<file path="config.mk">
export PLATFORM = sky130hd
export DESIGN_NAME = sp_memory_rr_arbiter
export DESIGN_NICKNAME = d
export VERILOG_FILES = /design/src/rtl/sp_memory_rr_arbiter.sv
export SDC_FILE = /design/constraint.sdc
export NUM_CORES = 1
export LEC_CHECK = 0
export ABC_CLOCK_PERIOD_IN_PS = 3990
export BUFFER_PORTS_ARGS = -buffer_cell sky130_fd_sc_hd__buf_4
export CAP_MARGIN = 20
export CORE_AREA = 8 8 117 119
export DETAILED_ROUTE_END_ITERATION = 12
export DIE_AREA = 0 0 125 127
export PLACE_DENSITY = 0.55
export SETUP_SLACK_MARGIN = 0.02
export SLEW_MARGIN = 25
export SYNTH_ARGS = -nofsm -noshare
export SYNTH_HDL_FRONTEND = slang
export SYNTH_SLANG_ARGS = --single-unit
</file>
<file path="constraint.sdc">
create_clock -name aclk -period 3.99 [get_ports aclk]
set_clock_uncertainty 0.1 [all_clocks]
set_input_delay 0.399 -clock aclk [delete_from_list [all_inputs] [get_ports aclk]]
set_output_delay 0.399 -clock aclk [all_outputs]
set_load 0.05 [all_outputs]
</file>
<file path="src/rtl/sp_memory_rr_arbiter.sv">
// Round-robin arbiter sharing one sp_memory native port among NUM_REQ requesters.
// Grants are combinational; read data returns through a tag pipe that matches the memory read latency.
module sp_memory_rr_arbiter #(
  parameter  int NUM_REQ  = 4,
  parameter  int WIDTH    = 32,
  parameter  int DEPTH    = 1024,
  parameter  int READ_LAT = 1,
  localparam int AW       = $clog2(DEPTH),
  localparam int SW       = WIDTH / 8
) (
  input  logic                   aclk,
  input  logic                   aresetn,
  input  logic                   sleep,
  input  logic [NUM_REQ-1:0]     req,
  input  logic [NUM_REQ-1:0]     req_we,
  input  logic [NUM_REQ-1:0]     req_lock,
  input  logic [NUM_REQ*AW-1:0]  req_addr,
  input  logic [NUM_REQ*WIDTH-1:0] req_wdata,
  input  logic [NUM_REQ*SW-1:0]  req_wstrb,
  output logic [NUM_REQ-1:0]     gnt,
  output logic [NUM_REQ-1:0]     rvalid,
  output logic [WIDTH-1:0]       rdata,
  output logic                   mem_cs,
  output logic                   mem_we,
  output logic [AW-1:0]          mem_addr,
  output logic [WIDTH-1:0]       mem_wdata,
  output logic [SW-1:0]          mem_wstrb,
  input  logic [WIDTH-1:0]       mem_rdata
);

  localparam int IDW = (NUM_REQ > 1) ? $clog2(NUM_REQ) : 1;

  logic [IDW-1:0] r_prio_ptr;
  logic           r_lock_vld;
  logic [IDW-1:0] r_lock_owner;
  logic           r_tag_vld [READ_LAT];
  logic [IDW-1:0] r_tag_id  [READ_LAT];

  logic           w_win_vld;
  logic [IDW-1:0] w_win_id;
  logic           w_rd_acc;
  logic [IDW-1:0] w_next_ptr;

  // Handshake: an access transfers in the cycle where req[i] and gnt[i] are both high;
  // the requester keeps req and its payload stable until then, and may withdraw req before it.
  always_comb begin
    int idx;
    w_win_vld = 1'b0;
    w_win_id  = '0;
    idx       = 0;
    if (aresetn && !sleep) begin
      if (r_lock_vld) begin
        w_win_vld = req[r_lock_owner];
        w_win_id  = r_lock_owner;
      end else begin
        // Scan from the far end so the last hit written is the first in round-robin order.
        for (int k = NUM_REQ - 1; k >= 0; k--) begin
          idx = int'(r_prio_ptr) + k;
          if (idx >= NUM_REQ) idx = idx - NUM_REQ;
          if (req[idx]) begin
            w_win_vld = 1'b1;
            w_win_id  = IDW'(idx);
          end
        end
      end
    end
  end

  always_comb begin
    gnt = '0;
    if (w_win_vld) gnt[w_win_id] = 1'b1;
  end

  assign w_rd_acc   = w_win_vld && !req_we[w_win_id];
  assign w_next_ptr = (w_win_id == IDW'(NUM_REQ - 1)) ? '0 : w_win_id + 1'b1;

  assign mem_cs    = w_win_vld;
  assign mem_we    = w_win_vld && req_we[w_win_id];
  assign mem_addr  = w_win_vld ? req_addr[w_win_id*AW +: AW] : '0;
  assign mem_wdata = w_win_vld ? req_wdata[w_win_id*WIDTH +: WIDTH] : '0;
  assign mem_wstrb = w_win_vld ? req_wstrb[w_win_id*SW +: SW] : '0;
  assign rdata     = mem_rdata;

  always_comb begin
    rvalid = '0;
    if (r_tag_vld[READ_LAT-1]) rvalid[r_tag_id[READ_LAT-1]] = 1'b1;
  end

  always_ff @(posedge aclk or negedge aresetn) begin
    if (!aresetn) begin
      r_prio_ptr   <= '0;
      r_lock_vld   <= 1'b0;
      r_lock_owner <= '0;
      for (int s = 0; s < READ_LAT; s++) begin
        r_tag_vld[s] <= 1'b0;
        r_tag_id[s]  <= '0;
      end
    end else begin
      // The tag pipe keeps advancing during sleep so reads already issued still return.
      r_tag_vld[0] <= w_rd_acc;
      r_tag_id[0]  <= w_win_id;
      for (int s = 1; s < READ_LAT; s++) begin
        r_tag_vld[s] <= r_tag_vld[s-1];
        r_tag_id[s]  <= r_tag_id[s-1];
      end
      if (w_win_vld) begin
        r_prio_ptr   <= w_next_ptr;
        r_lock_vld   <= req_lock[w_win_id];
        r_lock_owner <= w_win_id;
      end else if (r_lock_vld && !sleep && !req[r_lock_owner]) begin
        r_lock_vld <= 1'b0;
      end
    end
  end

endmodule

</file>
# After elaboration in Yosys (flattened, before gate mapping)
# Index checks and enable logic that the tools add are counted.
op_classes:
  n_addsub: 8
  multipliers: 1
  n_lt_le_gt_ge: 13
  eq_ne: 1
  shift: 3
  n_mux: 54
  n_reduce_logical: 11
op_table:
  columns: ["op", "n"]
  rows:
  - ["32-bit 2-to-1 mux", 13]
  - ["32-bit by 4-bit < comparator with 1-bit output, second input constant", 4]
  - ["128-bit by 8-bit variable part select with 32-bit output", 1]
  - ["40-bit by 7-bit variable part select with 10-bit output", 1]
  - ["1-bit 2-to-1 mux", 21]
  - ["16-bit by 5-bit variable part select with 4-bit output", 1]
  - ["1-bit binary-select mux with 2-bit select", 7]
  - ["2-bit 2-to-1 mux", 7]
  - ["4-bit 2-to-1 mux", 3]
  - ["3-bit by 3-bit subtractor with 4-bit output, second input constant", 3]
  - ["10-bit 2-to-1 mux", 1]
  - ["3-bit >= comparator, second input constant", 3]
  - ["2-bit by 3-bit < comparator with 1-bit output, second input constant", 3]
  - ["1-bit logical AND", 7]
  - ["2-bit by 2-bit adder with 3-bit output, second input constant", 2]
  - ["2-bit by 3-bit multiplier with 5-bit output, second input constant", 1]
  - ["1-bit demux with 2-bit select", 2]
  - ["2-bit by 1-bit >= comparator with 1-bit output, second input constant", 2]
  - ["2-bit by 3-bit subtractor with 4-bit output, second input constant", 1]
  - ["2-bit by 1-bit adder with 3-bit output, second input constant", 1]
  - ["2-bit by 3-bit >= comparator with 1-bit output, second input constant", 1]
  - ["1-bit zero test", 3]
  - ["2-bit by 1-bit adder with 2-bit output, second input constant", 1]
  - ["2-bit == test, second input constant", 1]
  - ["2-bit nonzero test", 1]
totals:
  register_bits: 8
  inputBits: 231
  out_inout_bits: 88
  elab_cells: 96

# Longest topological paths before layout
logic_depth:
  depth_word: 19
  ltp_mapped: 10
  ltp_nobuf: 7

# Worst setup path after synthesis
# Ideal clock, no wire load.
synth_path:
  path_type: "register -> output"
  from: "register r_lock_owner[1]"
  to: "output mem_wstrb[2]"
  t_arrival_ns: 2.079
  t_required_ns: 3.491
  path_slack_ns: 1.412
  path_stages_with_launch: 7
  path_buffers: 2
  path_cell_list: "dfrtp_1 mux4_2 nor2b_1 nor3_2 buf_2 buf_2 and3_1"
synth_via:
  elab_chain_cells: 5
  elab_cells_between_ends: 8
  classes_between: "shift (1); mux (7)"
synth_lines:
  columns: ["element", "line", "text"]
  rows:
  - ["start, declared", "35", "logic [IDW-1:0] r_lock_owner;"]
  - ["start signal, assigned", "109", "r_lock_owner <= w_win_id;"]
  - ["1-bit binary-select mux with 2-bit select", "53", "w_win_vld = req[r_lock_owner];"]
  - ["1-bit 2-to-1 mux (implied by the code)", "53", null]
  - ["1-bit 2-to-1 mux", "52", "if (r_lock_vld) begin"]
  - ["1-bit 2-to-1 mux", "51", "if (aresetn && !sleep) begin"]
  - ["net mem_cs", "23", "output logic mem_cs,"]
  - ["4-bit 2-to-1 mux", "81", "assign mem_wstrb = w_win_vld ? req_wstrb[w_win_id*SW +: SW] : '0;"]
  - ["end, declared", "27", "output logic [SW-1:0] mem_wstrb,"]
# The timed path passes the listed nets, and every way through them passes these cells. The select of a mux whose other input is x is not followed.

# Worst setup path in the final report
layout_path:
  from: "input aresetn"
  to: "output mem_wdata[23]"
layout_via:
  elab_chain_cells: 4
  elab_cells_between_ends: 5
  classes_between: "shift (1); mux (3); reduce/logical (1)"
layout_lines:
  columns: ["element", "line", "text"]
  rows:
  - ["start, declared", "12", "input logic aresetn,"]
  - ["1-bit logical AND *", "51", null]
  - ["2-bit 2-to-1 mux", "51", null]
  - ["128-bit by 8-bit variable part select with 32-bit output", "80", "assign mem_wdata = w_win_vld ? req_wdata[w_win_id*WIDTH +: WIDTH] : '0;"]
  - ["32-bit 2-to-1 mux *", "80", null]
  - ["end, declared", "26", "output logic [WIDTH-1:0] mem_wdata,"]
# Mark *: on every way between the ends. The rest lies on a longest branch, timed or not.

==> metrics.md <==
| Metric | Value |
|---|---|
| Critical path arrival | between 2 and 3 ns |
| Routed via count | 3,222 |
| Detailed placement HPWL | 9825 um |
| Post-Syn Instances | 356 |
| Grt met2 use | 26.21% |
| Clock transition at path regs | ~0.040 ns |
| Crit path launch type | primary input |
| Syn nets | 591 |
| Top cells by area, synth | mux2i_1 (36%), nand2_1 (14%), and3_1 (11%), buf_4 (11%), dfrtp_1 (7.7%) |
| Chip Width | ~130 um |
| R2r endpoint | r_prio_ptr[1] |
| Commonest register cell after synthesis | dfrtp_1 |
| Setup tns final | 0 ns |
| Synth Area in Adders | 1.920% |
| Starting Density | between 20% and 30% |
| Total Nets Final | 796 |
| Worst reg2reg setup slack | between 1.5 and 2 ns |
| Die Height | between 100 and 150 um |
| Nature of the critical path endpoint | output port |
| Crit share post-route | 84.42% |
| Pwr/cell area | 220.8 nW/um2 |
| CTS buffer count | 3 |
| Worst R2R Path Depth | 6 |
| # clock sinks | 8 |
| Leakage | 2.965 nW |
| CTS root buf | clkbuf_16 |
| Clock latency at the later pin of the worst-skew pair | 0.23 ns |
| R2R Path Start | r_prio_ptr[1] |
| Pre-CTS setup slack | 1.059 ns |
| Most common cell after layout, fill and taps aside | buf_4 |
| Sw frac | 44.95% |
| Cell taking the most area after synthesis | mux2i_1 |
| Final setup margin | 0.6218 ns |
| Non-Filler Instances | 706 |
| Drt first-iter violations | ~120 |
| Fraction of layout cells with a size suffix above 1 | 48.48% |
| Crit path required time | 3.49 ns |
| Pins Over Slew Limit | 0 |
| YS warnings | 0 |
| Post-Synth Simple-Gate Area | 30.39% |
| Drt drc | 0 |
| Fmax | between 200 and 300 MHz |
| RSZ-0062 raised after global routing | false |
| Worst Hold Endpoint | r_lock_vld |
| WS Path Type | primary input to output port |
| Post-CTS Setup Repair Bufs | 0 |
| Hold Buf Count CTS | 1 |
| Pin count of the biggest net entering global routing | 60 |
| First-pass GRT wire length | 18,360 um |
| Top cell type's share of synthesized area | a little over a third |
| Fill cell count | 1,270 |
| Final Setup Violations | 0 |
| Post-synthesis xor/xnor area fraction | 0% |
| Critical-path cell with the highest stage delay | dlygate4sd3_1 |
| Initial antenna violation count | 0 |
| Diode count | 0 |
| Per-cell routed wire length | 16.79 um |
| Hold path cells | 3 |
| Hold Path Class | primary input to flop |
| Synthesis-to-finish area growth | 70.43% |
| Syn Area/Cell | 7.321 um2 |
| Seq cells post-synth | 8 |
| Int Pwr | 0.5399 mW |
| Outcome | finished clean |
| Switch Pwr | 0.4408 mW |
| Port Buffer Count | about 250 |
| M3 GR Usage | 5.657% |
| Number of global-route vias before repair | 3,504 |
| GRT Max-Usage Layer | met2 |
| Post-synth cell types | 33 |
| Fin crit period | 3.368 ns |
| Min-Delay Startpoint | req_lock[2] |
| Clock Path Buffers | 2 |
| Sequential Power Share | a little under an eighth |
| Clk pwr share | 17.1% |
| Asr flop ratio synth | 100.0% |
| Resized Gates After CTS | 0 |
| Worst path max stage delay | ~0.53 ns |
| Normalized max-slew margin | 57.47% |
| Largest family of logic cells by synthesized area | multiplexers |
| Mux share of post-synthesis cell area | 38.65% |
| CP cell instances | dlygate4sd3_1, buf_4, nand2b_1, a2111oi_2, a32o_2, inv_2, buf_4, nand2_1, and3_1, buf_4 |
| Post-Synthesis Cell Area | 2606 um2 |
| H-tree depth | 1 |
| Met1 Use GR | between 10 and 15% |
| Vias per cell | 4.564 |
| First-pass iteration count of the detailed router | 4 |
| Antenna Nets Post-Route | 0 |
| Grt ovf | 0 |
| Sequential share of the synthesized area | 7.681% |
| Cells after DPL | about 700 |
| Crit path top cell by count | buf_4 |
| Core area | 11,810 um2 |
| Max-cap violations | 0 |
| Compound-gate portion of the synthesized area | 4.849% |
| Post-synth EDFFs | 0 |
| Max FO, Critical Path | 35 |
| Gate power share | 71.2% |
| Gpl congestion | 0.7892 |
| Commonest cells after routing, fill and taps aside | buf_4 (257), nand2_1 (96), mux2i_1 (95) |
| Worst vdd ir | 0.1296 mV |
| Final Hold Vio Count | 0 |
| Slew @ Worst Pin | about 0.63 ns |
| Worst hold slack | 0.4000 ns |
| CTS tree | yes |
| Routed wire length | between 10,000 and 15,000 um |
| I/O pins | between 300 and 400 |
| Die area | 15,880 um2 |
| Row count | 40 |
| Tot GR Track Use | 13.87% |
==> Yosys cell counts (all sizes together) (4+ instances only) <==
master / instances
nand2: 96
mux2i: 95
clkbuf: 6
o21ai: 5
and3: 47
nor2b: 4
a21oi: 4
dfrtp: 8
and2: 6
nor2: 4
ha: 4
buf: 54
==> state kept, by name, indices dropped and copies added, names as in the netlist <==
register and cells:
r_lock_owner 2, r_tag_vld 1, r_lock_vld 1, r_prio_ptr 2, r_tag_id 2
==> power groups by stage <==
| stage | Sequential [mW] | Combinational [mW] | Clock (mW) |
|---|---|---|---|
| after floorplan | 0.109 | 0.520 | 0 |
| after global placement | 0.115 | 0.698 | 0 |
| after detailed placement | 0.116 | 0.706 | 0 |
| after CTS | 0.115 | 0.709 | 0.169 |
| after global routing | 0.118 | 0.756 | 0.174 |
| final | 0.115 | 0.698 | 0.167 |
==> per-layer routing <==
metal	wire, um	vias to the layer above
li1	-	1599
met1	4285	1451
met2	6175	152
met3	1198	20
met4	195	0
met5	0	-
==> how the worst max path moves through the flow <==
stage	startpoint	to	slack, ns	cells past startpoint
2_1_floorplan	r_lock_owner[1]	mem_wstrb[2]	1.41	6
3_3_place_gp	req[3]	mem_wdata[9]	1.12	9
3_5_place_dp	req[3]	mem_wdata[23]	1.06	10
4_1_cts	aresetn	mem_wdata[23]	0.58	10
5_1_grt	aresetn	mem_wdata[17]	0.44	10
6_report	aresetn	mem_wdata[23]	0.62	10
==> cell type report <==
cell class | count | area (um2) | share of cell area, %
Sequential cell | 8 | 200.2 | 4.507
Inverter | 3 | 11.26 | 0.2535
Tap cell | 147 | 183.9 | 4.141
Timing Repair Buffer | 260 | 1979 | 44.56
Multi-Input combinational cell | 285 | 1992 | 44.85
Clock buffer | 3 | 75.07 | 1.690
==> logic make-up after synthesis <==
| family | after synthesis |
|---|---|
| adders and majority gates | 4 |
| DFF | 8 |
| and+or+nand+nor | 165 |
| AOI/OAI and AO/OA | 17 |
| buffers and inverters | 63 |
| muxes | 99 |
==> worst max-delay path: cells and delay by family <==
kind / cells / cell delay (ns)
buffers and inverters: 5 / 1.70
AOI/OAI and AO/OA: 2 / 0.33
and+or+nand+nor: 3 / 0.44
==> metrics by stage <==
step / util, % / area [um2] / total power [mW]
floorplan: - / 2606 / 0.6290
global placement: 36.89 / 4357 / 0.8133
detailed placement: 36.89 / 4357 / 0.8221
CTS: 37.61 / 4442 / 0.9927
global route: 37.61 / 4442 / 1.047
finish: 37.61 / 4442 / 0.9807
(Power assumes the default switching activity.)
